## src/rtl/multicycle_control.sv

```systemverilog
// Main control FSM for the multicycle CPU datapath.
// Sequences fetch/decode/execute/memory/writeback, handshakes with a
// variable-latency unified memory through memReady, and counts retired
// instructions.
//
//  state      | meaning
//  -----------+----------------------------------------------
//  S_INIT     | post-reset idle, all outputs low, go to fetch
//  S_FETCH    | read instruction at PC, PC+1, wait on memory
//  S_DECODE   | latch opcode, precompute branch target
//  S_EXEC_R   | R-type ALU operation (regA op regB)
//  S_WB_R     | write ALU result to rd
//  S_EXEC_I   | immediate ALU operation (regA op imm)
//  S_WB_I     | write ALU result to rt
//  S_MEM_ADDR | compute load/store address
//  S_MEM_RD   | data read, wait on memory
//  S_WB_MEM   | write MDR to rt
//  S_MEM_WR   | data write, wait on memory
//  S_BRANCH   | compare and conditionally load branch target
//  S_JUMP     | load jump target
//  S_HALT     | parked until reset
module multicycle_control #(
    parameter int CNT_W = 16
) (
    input  logic             clk_i,
    input  logic             rst_i,
    input  logic [3:0]       opcode_i,
    input  logic             memReady_i,
    output logic             pcWrite_o,
    output logic             pcWriteCond_o,
    output logic             iorD_o,
    output logic             memRead_o,
    output logic             memWrite_o,
    output logic             irWrite_o,
    output logic             memToReg_o,
    output logic             regDst_o,
    output logic             regWrite_o,
    output logic             aluSrcA_o,
    output logic [1:0]       aluSrcB_o,
    output logic [1:0]       pcSource_o,
    output logic [2:0]       aluOp_o,
    output logic             illegalOp_o,
    output logic             halted_o,
    output logic [CNT_W-1:0] instRetired_o
);

    localparam logic [3:0] OP_R    = 4'h0;
    localparam logic [3:0] OP_ADDI = 4'h1;
    localparam logic [3:0] OP_ANDI = 4'h2;
    localparam logic [3:0] OP_ORI  = 4'h3;
    localparam logic [3:0] OP_SLTI = 4'h4;
    localparam logic [3:0] OP_LW   = 4'h5;
    localparam logic [3:0] OP_SW   = 4'h6;
    localparam logic [3:0] OP_BEQ  = 4'h7;
    localparam logic [3:0] OP_J    = 4'h9;
    localparam logic [3:0] OP_HALT = 4'hF;

    typedef enum logic [3:0] {
        S_INIT, S_FETCH, S_DECODE, S_EXEC_R, S_WB_R, S_EXEC_I, S_WB_I,
        S_MEM_ADDR, S_MEM_RD, S_WB_MEM, S_MEM_WR, S_BRANCH, S_JUMP, S_HALT
    } state_t;

    state_t           state_q, state_d;
    logic [3:0]       op_q, op_d;
    logic [CNT_W-1:0] cnt_q, cnt_d;
    logic             retire;
    logic [2:0]       imm_alu_op;

    // ALU operation for immediate instructions, chosen by the latched opcode
    always_comb begin
        case (op_q)
            OP_ANDI: imm_alu_op = 3'b010;
            OP_ORI:  imm_alu_op = 3'b011;
            OP_SLTI: imm_alu_op = 3'b100;
            default: imm_alu_op = 3'b000;
        endcase
    end

    // Next state, datapath controls and retirement strobe
    always_comb begin
        state_d       = state_q;
        op_d          = op_q;
        retire        = 1'b0;
        pcWrite_o     = 1'b0;
        pcWriteCond_o = 1'b0;
        iorD_o        = 1'b0;
        memRead_o     = 1'b0;
        memWrite_o    = 1'b0;
        irWrite_o     = 1'b0;
        memToReg_o    = 1'b0;
        regDst_o      = 1'b0;
        regWrite_o    = 1'b0;
        aluSrcA_o     = 1'b0;
        aluSrcB_o     = 2'b00;
        pcSource_o    = 2'b00;
        aluOp_o       = 3'b000;
        illegalOp_o   = 1'b0;
        halted_o      = 1'b0;
        case (state_q)
            S_INIT: state_d = S_FETCH;
            S_FETCH: begin
                memRead_o = 1'b1;
                aluSrcB_o = 2'b01;
                // IR and PC are only loaded on the cycle the memory delivers
                irWrite_o = memReady_i;
                pcWrite_o = memReady_i;
                if (memReady_i) state_d = S_DECODE;
            end
            S_DECODE: begin
                aluSrcB_o = 2'b11;
                op_d      = opcode_i;
                case (opcode_i)
                    OP_R:                             state_d = S_EXEC_R;
                    OP_ADDI, OP_ANDI, OP_ORI, OP_SLTI: state_d = S_EXEC_I;
                    OP_LW, OP_SW:                     state_d = S_MEM_ADDR;
                    OP_BEQ:                           state_d = S_BRANCH;
                    OP_J:                             state_d = S_JUMP;
                    OP_HALT: begin
                        state_d = S_HALT;
                        retire  = 1'b1;
                    end
                    default: begin
                        illegalOp_o = 1'b1;
                        state_d     = S_FETCH;
                    end
                endcase
            end
            S_EXEC_R: begin
                aluSrcA_o = 1'b1;
                aluOp_o   = 3'b111;
                state_d   = S_WB_R;
            end
            S_WB_R: begin
                regDst_o   = 1'b1;
                regWrite_o = 1'b1;
                aluOp_o    = 3'b111;
                retire     = 1'b1;
                state_d    = S_FETCH;
            end
            S_EXEC_I: begin
                aluSrcA_o = 1'b1;
                aluSrcB_o = 2'b10;
                aluOp_o   = imm_alu_op;
                state_d   = S_WB_I;
            end
            S_WB_I: begin
                regWrite_o = 1'b1;
                aluOp_o    = imm_alu_op;
                retire     = 1'b1;
                state_d    = S_FETCH;
            end
            S_MEM_ADDR: begin
                aluSrcA_o = 1'b1;
                aluSrcB_o = 2'b10;
                state_d   = (op_q == OP_LW) ? S_MEM_RD : S_MEM_WR;
            end
            S_MEM_RD: begin
                memRead_o = 1'b1;
                iorD_o    = 1'b1;
                if (memReady_i) state_d = S_WB_MEM;
            end
            S_WB_MEM: begin
                regWrite_o = 1'b1;
                memToReg_o = 1'b1;
                retire     = 1'b1;
                state_d    = S_FETCH;
            end
            S_MEM_WR: begin
                memWrite_o = 1'b1;
                iorD_o     = 1'b1;
                if (memReady_i) begin
                    retire  = 1'b1;
                    state_d = S_FETCH;
                end
            end
            S_BRANCH: begin
                aluSrcA_o     = 1'b1;
                aluOp_o       = 3'b001;
                pcWriteCond_o = 1'b1;
                pcSource_o    = 2'b01;
                retire        = 1'b1;
                state_d       = S_FETCH;
            end
            S_JUMP: begin
                pcWrite_o  = 1'b1;
                pcSource_o = 2'b10;
                retire     = 1'b1;
                state_d    = S_FETCH;
            end
            S_HALT: halted_o = 1'b1;
            default: state_d = S_INIT;
        endcase
    end

    // Retired-instruction counter wraps naturally at 2^CNT_W
    always_comb begin
        cnt_d = cnt_q;
        if (retire) cnt_d = cnt_q + CNT_W'(1);
    end

    // State, opcode latch and counter registers with synchronous reset
    always_ff @(posedge clk_i) begin
        if (rst_i) begin
            state_q <= S_INIT;
            op_q    <= 4'h0;
            cnt_q   <= '0;
        end else begin
            state_q <= state_d;
            op_q    <= op_d;
            cnt_q   <= cnt_d;
        end
    end

    assign instRetired_o = cnt_q;

endmodule
```

## config.mk

```make
export PLATFORM = sky130hd
export DESIGN_NAME = multicycle_control
export DESIGN_NICKNAME = d
export VERILOG_FILES = /design/src/rtl/multicycle_control.sv
export SDC_FILE = /design/constraint.sdc
export NUM_CORES = 1
export LEC_CHECK = 0
export BUFFER_PORTS_ARGS = -buffer_cell sky130_fd_sc_hd__buf_2
export CAP_MARGIN = 20
export CORE_MARGIN = 4
export CORE_UTILIZATION = 58
export CTS_CLUSTER_SIZE = 28
export DETAILED_ROUTE_END_ITERATION = 6
export GPL_TIMING_DRIVEN = 0
export PLACE_DENSITY = 0.85
export SYNTH_ARGS = -nofsm -noshare
export SYNTH_HDL_FRONTEND = slang
export SYNTH_SLANG_ARGS = --single-unit
export TNS_END_PERCENT = 50
```

## constraint.sdc

```tcl
create_clock -name clk_i -period 5.8 [get_ports clk_i]
set_input_delay 0.29 -clock clk_i [delete_from_list [all_inputs] [get_ports clk_i]]
set_output_delay 0.29 -clock clk_i [all_outputs]
set_load 0.1 [all_outputs]
```

==> flow_summary_export.csv, run 1 <==
group,metric,value,unit
route,drt-total-wl,4256,µm
global_routing,grt_pass1_vias,1541,
clocking,insertion_delay,0.32,ns
clocking,post_cts_resized,0,
setup_path,regToRegSetupSlack,3.69,ns
synth,ys_warn_count,0,
setup_path,path_cells,"nand2b_1 > or3_1 > nor3b_1 > nand2b_1 > buf_2",
timing,finalCritPeriodShare,44.63,%
finish,fin_cells,294,
finish,n_antenna_cell,0,
clocking,cts-htree-levels,1,
place,dp_hpwl,3159,µm
clocking,cts-root-buf,"clkbuf_4",
setup_path,critPathCaptureType,"output port",
timing,tightest_slew,0.4946,ns
floorplan,fp.coreArea,2853,µm²
timing,fmax,0.3863,GHz
route,via_per_inst,5.878,
flow_run,maxCapViolCount,0,
route,wl_per_cell,14.48,µm
setup_path,start_kind,"register",
setup_path,critical_path_arrival,2.30,ns
setup_path,startpoint,"state_q[2]$_SDFFE_PP0P_",
place,dp.cells,291,
timing,rsz0062_at_grt,"no",
synth,async_flop_share,0,%
synth,synth_edf_count,0,
setup_path,r2r-start,"state_q[3]$_SDFFE_PP0P_",
synth,syn_area,1783,µm²
global_routing,antenna_found_initial,0,
clocking,cts.clk_slew.worst_paths,0.13,ns
floorplan,io-pin-count,42,
setup_path,slowest_delay,0.57,ns
place,placed_area,2007,µm²
pwr,power.density,189.5,nW/µm²
setup_path,cp_num_cells,5,
pwr,totalPowerFinal,0.3846,mW
synth,postSynthCellCount,223,
synth,ys_ff_latch,24,
place,globalplace.congestion,0.8762,
synth,synth_cell_types,48,
setup_path,crit_buf_inv,1,
pwr,peakVddDrop,0.1150,mV
min_path,min-delay-path-class,"in2reg",
setup_path,slowest_stage,"dfxtp_1",
pwr,p_leak,0.8095,nW
route,first_iter_violations,133,
timing,slew_headroom,67.03,%
synth,yosys_most_used_dff,"dfxtp_1",
route,dr.pass1.iters,4,
clocking,cts_setup_buffers,0,
timing,hold_viol,0,
clocking,hold_buffers,0,
timing,worst_hold_slack,0.2930,ns
synth,ys_seq_area_share,26.95,%
route,ant_nets,0,
timing,period_minus_slack,2.589,ns
setup_path,crit_path_frequent_cell,"nand2b_1",
clocking,cts_tree,"built",
setup_path,regToRegEndpoint,"instRetired_o[14]$_SDFFE_PP0P_",
finish,fillCellCount,241,
setup_path,worst-endpoint-required,5.51,ns
setup_path,cp_top_family,"simple AND/OR/NAND/NOR gates",
finish,finalNetCount,273,
setup_path,cp_max_fo,8,
global_routing,grt_pass1_wl,7210,µm
finish,finalInstanceArea,2029,µm²
floorplan,fp.dieW,63.45,µm
synth,synth.avg_cell_area,7.995,µm²
synth,syn_nets,231,
timing,final.setup.worst_slack,3.211,ns
timing,tns,0,ns
route,route.detailed.drc,0,
floorplan,die_h,63.45,µm
floorplan,initial_core_util,62.50,%
global_routing,gr-total-overflow,0,
place,place_ws,3.614,ns
floorplan,dieArea,4025,µm²
finish,syn_to_final_growth,13.82,%
timing,slew_violations,0,
timing,setup_viol,0,
clocking,clkSinkCount,24,
setup_path,reg2reg_depth,6,
global_routing,grt_max_degree,13,
global_routing,grt_usage,21.71,%
outcome,status,"finished clean",
place,portBuffers,37,
finish,fin_util,71.14,%
finish,drive_gt1_share,24.71,%
timing,fin_skew,0.01005,ns
setup_path,worstSetupEndpoint,"aluOp_o[1]",
clocking,clk_path_buf_depth,2,
floorplan,rows,19,
route,vias,1728,
setup_path,path_class,"reg2out",
clocking,numCtsBuffers,3,
[registers in the layout (all words and copies together), names as in the netlist]
signal / flops
instRetired_o: 16
op_q: 4
state_q: 4
[worst min path at each step]
stage / from / end / slack [ns] / cells past startpoint
floorplan: opcode_i[0] / op_q[0]$_SDFFE_PP0P_ / 0.43 / 2
global placement: op_q[3]$_SDFFE_PP0P_ / op_q[3]$_SDFFE_PP0P_ / 0.46 / 2
detailed placement: op_q[3]$_SDFFE_PP0P_ / op_q[3]$_SDFFE_PP0P_ / 0.46 / 2
CTS: opcode_i[0] / op_q[0]$_SDFFE_PP0P_ / 0.28 / 3
global route: opcode_i[0] / op_q[0]$_SDFFE_PP0P_ / 0.29 / 3
finish: opcode_i[0] / op_q[0]$_SDFFE_PP0P_ / 0.29 / 3
[cell usage in the layout (no fill, tap or decap), drive strengths merged, types with 8 or more instances in the layout]
master / Yosys / routed
nor3: 8 / 8
mux2: 14 / 14
a21oi: 17 / 17
dfxtp: 24 / 24
buf: 9 / 46
nor2: 26 / 26
nor2b: 16 / 16
nand3: 9 / 9
a211oi: 9 / 9
clkbuf: 10 / 13
nand2: 21 / 21
[worst min-delay path: stages]
cell     delay [ns]
buf_2          0.16
nand2_1        0.07
a21oi_1        0.05
[cells by family (layout without fill, tap and decap cells)]
family	after synthesis	in the layout	share of synthesized area (%)
AOI/OAI and AO/OA	50	50	22.60
xor gates and xnor gates	4	4	1.965
adders and majority gates	1	1	0.7016
buffers and inverters	22	62	5.895
DFF	24	24	26.95
muxes	14	14	8.842
and+or+nand+nor	108	108	33.05
[synth_stat cells, types with 2 or more instances]
cell type,n,share of area (%)
inv_1,3,0.63
nand4_1,3,1.1
buf_2,3,0.84
clkbuf_1,10,2.1
nor2b_1,16,5.6
buf_6,2,1.3
nand2_1,21,4.4
nand4b_1,2,0.98
a211oi_1,6,2.5
dfxtp_1,24,27
a211oi_2,3,2.1
a21o_1,2,0.84
nor3_1,8,2.2
nor3b_1,4,1.7
mux2_1,4,2.5
and4_1,2,0.98
nand2b_1,6,2.1
nand3_1,8,2.2
buf_1,3,0.63
o2bb2ai_1,2,0.98
and3_1,3,1.1
xnor2_1,4,2.0
nor2_1,26,5.5
o21ai_0,5,1.4
or3_1,2,0.70
a2111oi_4,2,3.1
a21oi_1,17,4.8
a21boi_0,3,1.3
mux2_2,10,6.3
[where the power goes]
group / total [mW] / switching (mW) / internal (mW)
Clock: 0.0740 / 0.0497 / 0.0244
Sequential: 0.174 / 0.00533 / 0.169
Combinational: 0.137 / 0.106 / 0.0302
[routing by layer]
metal	track usage, %	routed length, µm	vias up
li1	-	-	882
met2	33.38	1869	61
met3	4.796	288	6
met4	7.008	43	0
met1	29.97	2055	779
met5	0	0	-
[final cells by class]
cell class                      instances  area, µm²  share of cell area, %
Timing Repair Buffer                   37      185.2                  9.125
Clock buffer                            3      22.52                  1.110
Multi-Input combinational cell        177       1197                  59.00
Inverter                                3      11.26                 0.5549
Buffer                                 19      93.84                  4.624
Tap cell                               31      38.79                  1.911
Sequential cell                        24      480.5                  23.67
Power figures use the tool's default switching activity.
==> inputs of run 2 (changes only) <==
--- a/config.mk
+++ b/config.mk
@@ -5,14 +5,15 @@
 export SDC_FILE = /design/constraint.sdc
 export NUM_CORES = 1
 export LEC_CHECK = 0
+export ABC_AREA = 1
 export BUFFER_PORTS_ARGS = -buffer_cell sky130_fd_sc_hd__buf_2
 export CAP_MARGIN = 20
 export CORE_MARGIN = 4
-export CORE_UTILIZATION = 58
+export CORE_UTILIZATION = 48
 export CTS_CLUSTER_SIZE = 28
 export DETAILED_ROUTE_END_ITERATION = 6
 export GPL_TIMING_DRIVEN = 0
-export PLACE_DENSITY = 0.85
+export PLACE_DENSITY = 0.76
 export SYNTH_ARGS = -nofsm -noshare
 export SYNTH_HDL_FRONTEND = slang
 export SYNTH_SLANG_ARGS = --single-unit
==> constraint.sdc (replaced) <==
create_clock -name clk_i -period 2.2 [get_ports clk_i]
set_input_delay 0.11 -clock clk_i [delete_from_list [all_inputs] [get_ports clk_i]]
set_output_delay 0.11 -clock clk_i [all_outputs]
set_load 0.1 [all_outputs]
==> run 2 against run 1 <==
Against the previous run:
- utilization fell by 11 points
- cell area rose by 0.37%
- sequential share of layout area barely moved
- clock-buffer cell count rose by 1
- register-to-register slack got worse by 3.2 ns
- critical path type unchanged
- first-iteration DRC count fell by 15%
- die area rose by 14%
- largest power group is now combinational logic
- total power rose to 3.9 times the previous value
- global-route usage fell by 1.8 points
- routed wire length rose by 0.63%
- clock power rose to 3.2 times the previous value
- flip-flop and latch count did not move
==> flow_summary_export.csv, run 2 <==
group,metric,value,unit
synth,synth_area_leaders,"dfxtp_1 28%, nand2_1 16%, nand3_1 9.0%",
global_routing,antenna_found_initial,0,
clocking,clkSinkCount,24,
setup_path,slowest_stage,"dfxtp_1",
floorplan,dieArea,4603,µm²
clocking,cts-root-buf,"clkbuf_4",
place,portBuffers,39,
finish,finalNetCount,329,
global_routing,grt_usage,19.91,%
setup_path,worst-endpoint-required,2.09,ns
synth,ys_ff_latch,24,
clocking,cts-htree-levels,1,
setup_path,regToRegEndpoint,"instRetired_o[8]$_SDFFE_PP0P_",
floorplan,fp.coreArea,3390,µm²
outcome,status,"finished clean",
setup_path,start_kind,"register",
finish,fin_cells,366,
timing,fmax,0.4768,GHz
timing,slew_violations,0,
floorplan,initial_core_util,50.72,%
timing,worst_hold_slack,0.06550,ns
global_routing,grt_pass1_wl,7072,µm
route,dr.pass1.iters,4,
route,via_per_inst,5.172,
pwr,p_leak,0.9201,nW
floorplan,io-pin-count,42,
setup_path,slowest_delay,0.55,ns
synth,synth_top_area_cell,"dfxtp_1",
floorplan,die_h,67.85,µm
route,drt-total-wl,4283,µm
synth,yosys_most_used_dff,"dfxtp_1",
global_routing,grt_pass1_vias,1572,
clocking,cts_tree,"built",
finish,finalInstanceArea,2037,µm²
setup_path,cp_max_fo,9,
min_path,hold_end,"op_q[2]$_SDFFE_PP0P_",
setup_path,r2r-start,"instRetired_o[0]$_SDFFE_PP0P_",
synth,synth_cell_types,27,
setup_path,reg2reg_depth,7,
finish,n_antenna_cell,0,
min_path,min-delay-path-class,"in2reg",
synth,yosys-top-cells-count,"72 x nand2_1, 35 x nor2_1, 31 x nand3_1",
route,vias,1893,
finish,drive_gt1_share,26.56,%
global_routing,gr-total-overflow,0,
route,ant_nets,0,
finish,mostFrequentLayoutCells,"70 x nand2_1, 39 x buf_2, 34 x nor2_1, 31 x nand3_1, 28 x inv_1",
global_routing,grt_max_degree,14,
setup_path,critical_path_arrival,1.99,ns
clocking,insertion_delay,0.32,ns
synth,synth_top_area_share,27.95,%
clocking,cts_setup_buffers,0,
floorplan,rows,21,
place,dp.cells,362,
clocking,clk_path_buf_depth,2,
timing,period_minus_slack,2.097,ns
finish,layout_commonest_cell,"nand2_1",
place,placed_area,1998,µm²
route,first_iter_violations,113,
synth,syn_area,1719,µm²
synth,ys_warn_count,0,
place,globalplace.congestion,0.9084,
timing,finalCritPeriodShare,95.34,%
synth,synth.most_common_cell,"nand2_1",
finish,largest_reg_flops,16,
timing,slew_headroom,53.63,%
synth,async_flop_share,0,%
timing,fin_skew,0.005127,ns
clocking,numCtsBuffers,3,
pwr,power.density,731.4,nW/µm²
synth,ys_seq_area_share,27.95,%
clocking,cts.clk_slew.worst_paths,0.13,ns
synth,postSynthCellCount,277,
timing,rsz0062_at_grt,"no",
timing,setup_viol,0,
finish,syn_to_final_growth,18.49,%
floorplan,fp.dieW,67.85,µm
pwr,totalPowerFinal,1.490,mW
min_path,hp-start,"opcode_i[2]",
finish,fillCellCount,338,
setup_path,path_cells,"nand2_2 > nor2_4 > inv_1 > nor2_1 > buf_2",
synth,synth.avg_cell_area,6.206,µm²
flow_run,maxCapViolCount,0,
route,wl_per_cell,11.70,µm
route,route.detailed.drc,0,
pwr,peakVddDrop,0.3332,mV
place,dp_hpwl,3300,µm
synth,synth_edf_count,0,
setup_path,critPathCaptureType,"output port",
timing,tightest_slew,0.6955,ns
setup_path,regToRegSetupSlack,0.49,ns
timing,hold_viol,0,
setup_path,path_class,"reg2out",
synth,syn_nets,285,
min_path,worstHoldPathCells,3,
==> run 2: area by class of cell <==
cell class                 instances  area, µm²  area share, %
tap                               46      57.56          2.826
inverter                          31      116.4          5.713
timing repair buffer              39      197.7          9.705
clock buffer                       4      36.28          1.781
multi-input combinational        215       1094          53.69
buffer                             7      52.55          2.580
sequential                        24      483.0          23.71
==> run 2: worst max-delay path: cells and delay by family, from the launching register on <==
family	cells	cell delay (ns)
buf+inv	2	0.61
flops	1	0.55
simple gates	3	0.51
==> run 2: per-layer routing <==
metal / part of all wire (%) / global-route usage [%]
met1: 49 / 29.10
met5: 0 / 0
met4: 1.8 / 6.948
met2: 44 / 29.77
met3: 5.0 / 2.791
==> run 2: worst max-delay path by stage <==
| stage | endpoint | from | depth (start not counted) | slack (ns) |
|---|---|---|---|---|
| after floorplan | aluSrcB_o[1] | state_q[3]$_SDFFE_PP0P_ | 3 | -0.52 |
| after CTS | illegalOp_o | state_q[1]$_SDFFE_PP0P_ | 5 | 0.12 |
| after detailed placement | illegalOp_o | state_q[1]$_SDFFE_PP0P_ | 5 | 0.50 |
| after global placement | illegalOp_o | state_q[1]$_SDFFE_PP0P_ | 5 | 0.49 |
| final | illegalOp_o | state_q[1]$_SDFFE_PP0P_ | 5 | 0.10 |
| after global routing | aluSrcB_o[1] | state_q[1]$_SDFFE_PP0P_ | 5 | 0.03 |
==> run 2: per-stage QoR <==
stage	utilization, %	setup slack, ns	setup TNS [ns]
floorplan	-	-0.5206	-1.228
global placement	58.95	0.4854	0
detailed placement	58.95	0.5021	0
CTS	60.02	0.1193	0
global route	60.10	0.02646	0
finish	60.10	0.1026	0
==> run 2: kinds of logic (layout without fill, tap and decap cells) <==
kind of cell | after synthesis | in the layout | synth area share, %
AOI/OAI and AO/OA | 41 | 41 | 14.56
xor gates and xnor gates | 7 | 7 | 3.566
adders and majority gates | 1 | 1 | 0.7277
buffers and inverters | 38 | 81 | 9.825
DFF | 24 | 24 | 27.95
and+or+nand+nor | 166 | 166 | 43.38
==> run 2: where the power goes <==
| part | leakage [nW] | switching [mW] | total, mW | internal, mW |
|---|---|---|---|---|
| logic | 0.704 | 0.617 | 0.755 | 0.138 |
| registers | 0.195 | 0.0312 | 0.497 | 0.465 |
| clock network | 0.0210 | 0.137 | 0.238 | 0.101 |
==> run 2: what timing repair did <==
item                                    4_1_cts  5_1_grt
endpoints found under the setup margin        0        1
resized for setup                             0        1
hold buffers                                  0        0
==> inputs of run 3 (changes only) <==
--- a/config.mk
+++ b/config.mk
@@ -8,12 +8,14 @@
 export ABC_AREA = 1
 export BUFFER_PORTS_ARGS = -buffer_cell sky130_fd_sc_hd__buf_2
 export CAP_MARGIN = 20
+export CELL_PAD_IN_SITES_DETAIL_PLACEMENT = 1
+export CELL_PAD_IN_SITES_GLOBAL_PLACEMENT = 1
 export CORE_MARGIN = 4
-export CORE_UTILIZATION = 48
+export CORE_UTILIZATION = 33
 export CTS_CLUSTER_SIZE = 28
 export DETAILED_ROUTE_END_ITERATION = 6
 export GPL_TIMING_DRIVEN = 0
-export PLACE_DENSITY = 0.76
+export PLACE_DENSITY_LB_ADDON = 0.1
 export SYNTH_ARGS = -nofsm -noshare
 export SYNTH_HDL_FRONTEND = slang
 export SYNTH_SLANG_ARGS = --single-unit
==> run 3 against run 2 <==
Against the previous run:
- hold slack better by 0.071 ns
- critical path depth unchanged
- worst setup slack improved by 0.085 ns
- critical path type unchanged
- first-iteration DRC count is 48% lower
- total power up 5.8%
- flip-flop and latch count unchanged
- largest cell class unchanged
- largest power group unchanged
- critical endpoint is now aluSrcB_o[1]
- global-route usage shrank 1.8 points
- sequential share of layout area fell by 0.53 points
- clock power rose by 34%
- cell count up 6.6%
- utilization down 19 points
- maximum frequency is 4.2% higher
- highest routed layer unchanged
==> flow_summary_export.csv, run 3 (synthesized netlist as in run 2, its figures left out) <==
group,metric,value,unit
floorplan,rows,26,
place,placed_area,2028,µm²
global_routing,antenna_found_initial,0,
route,first_iter_violations,59,
timing,slew_violations,0,
clocking,numCtsBuffers,3,
pwr,p_leak,0.9284,nW
clocking,insertion_delay,0.28,ns
pwr,power.density,756.9,nW/µm²
clocking,cts.clk_slew.worst_paths,0.09,ns
global_routing,grt_pass1_wl,9177,µm
pwr,seq_power_share,31.5,%
floorplan,fp.coreArea,5075,µm²
finish,fin_util,41.05,%
finish,fillCellCount,729,
clocking,clkSinkCount,24,
place,dp.cells,386,
route,wl_per_cell,13.66,µm
route,vias,1923,
finish,n_antenna_cell,0,
timing,finalCritPeriodShare,91.49,%
timing,worst_hold_slack,0.1367,ns
finish,drive_gt1_share,26.56,%
pwr,clockPowerShare,20.2,%
pwr,switching_share,51.67,%
min_path,min-delay-path-class,"in2reg",
setup_path,path_class,"reg2out",
flow_run,maxCapViolCount,0,
outcome,status,"finished clean",
timing,hold_viol,0,
timing,slew_headroom,54.48,%
clocking,cts_setup_buffers,0,
clocking,cts_tree,"built",
clocking,cts-htree-levels,1,
route,ant_nets,0,
pwr,pwr-share-comb,48.3,%
floorplan,die_h,80.18,µm
route,route.detailed.drc,0,
global_routing,grt_max_degree,14,
finish,finalInstanceArea,2083,µm²
place,portBuffers,39,
setup_path,r2r-start,"state_q[1]$_SDFFE_PP0P_",
clocking,cts-root-buf,"clkbuf_8",
pwr,peakVddDrop,0.3009,mV
floorplan,dieArea,6428,µm²
timing,tns,0,ns
route,via_per_inst,4.931,
pwr,p_sw,0.8147,mW
finish,layout_commonest_cell,"nand2_1",
setup_path,startpoint,"state_q[1]$_SDFFE_PP0P_",
timing,setup_viol,0,
setup_path,critical_path_arrival,1.90,ns
timing,tightest_slew,0.6828,ns
floorplan,fp.dieW,80.18,µm
finish,fin_cells,390,
setup_path,worst-endpoint-required,2.09,ns
place,dp_hpwl,4277,µm
finish,syn_to_final_growth,21.18,%
setup_path,regToRegSetupSlack,0.45,ns
place,place_ws,0.4543,ns
route,drt-total-wl,5327,µm
finish,largest_reg_flops,16,
timing,fmax,0.4968,GHz
min_path,hp-start,"opcode_i[2]",
global_routing,grt_usage,18.07,%
setup_path,start_kind,"register",
timing,rsz0062_at_grt,"no",
timing,final.setup.worst_slack,0.1873,ns
timing,period_minus_slack,2.013,ns
clocking,hold_buffers,0,
clocking,post_cts_resized,0,
place,globalplace.congestion,0.8435,
setup_path,cp_max_fo,9,
clocking,clk_path_buf_depth,2,
global_routing,grt_pass1_vias,1967,
pwr,p_int,0.7622,mW
floorplan,initial_core_util,33.88,%
floorplan,io-pin-count,42,
pwr,totalPowerFinal,1.577,mW
finish,mostFrequentLayoutCells,"70 x nand2_1, 40 x buf_2, 34 x nor2_1, 31 x nand3_1, 28 x inv_1",
global_routing,gr-total-overflow,0,
route,dr.pass1.iters,4,
finish,finalNetCount,329,
timing,fin_skew,0.002204,ns
setup_path,critPathCaptureType,"output port",
run 3: cell types whose count changed in the layout (fill, tap and decap cells not counted):
cell,change
buf_2,+1
clkbuf_4,-4
clkbuf_8,+3
run 3: path summary, 6_finish.rpt:
kind                                                      end  depth (start not counted)
worst min register to register           op_q[3]$_SDFFE_PP0P_                          2
worst max register to register  instRetired_o[6]$_SDFFE_PP0P_                          7
worst min-delay path                     op_q[2]$_SDFFE_PP0P_                          3
worst max-delay path                             aluSrcB_o[1]                          5
run 3: power groups by stage:
| stage | Clock, mW | Combinational [mW] | Sequential (mW) |
|---|---|---|---|
| after floorplan | 0 | 0.624 | 0.519 |
| after global placement | 0 | 0.765 | 0.505 |
| after detailed placement | 0 | 0.771 | 0.506 |
| after CTS | 0.334 | 0.772 | 0.496 |
| after global routing | 0.349 | 0.816 | 0.503 |
| final | 0.319 | 0.762 | 0.496 |
run 3: final cells by class:
cell class                 count  area, µm²  share of cell area (%)
multi-input combinational    215       1094                   52.49
clock buffer                   4      55.05                   2.643
inverter                      31      116.4                   5.586
buffer                         7      52.55                   2.523
timing repair buffer          39      195.2                   9.369
sequential                    24      483.0                   23.18
tap                           70      87.58                   4.204
run 3: critical path, cell delays in order, from the launching register on:
cell     delay, ns
dfxtp_1       0.52
nand2_2       0.15
nor2_4        0.21
inv_1         0.17
o21ai_0       0.11
buf_2         0.45
run 3: metal layers:
layer / global-route usage, % / routed length (µm) / up-vias
li1: - / - / 986
met1: 20.85 / 2327 / 900
met4: 6.081 / 77 / 0
met3: 2.130 / 152 / 5
met5: 0 / 0 / -
met2: 33.94 / 2770 / 32
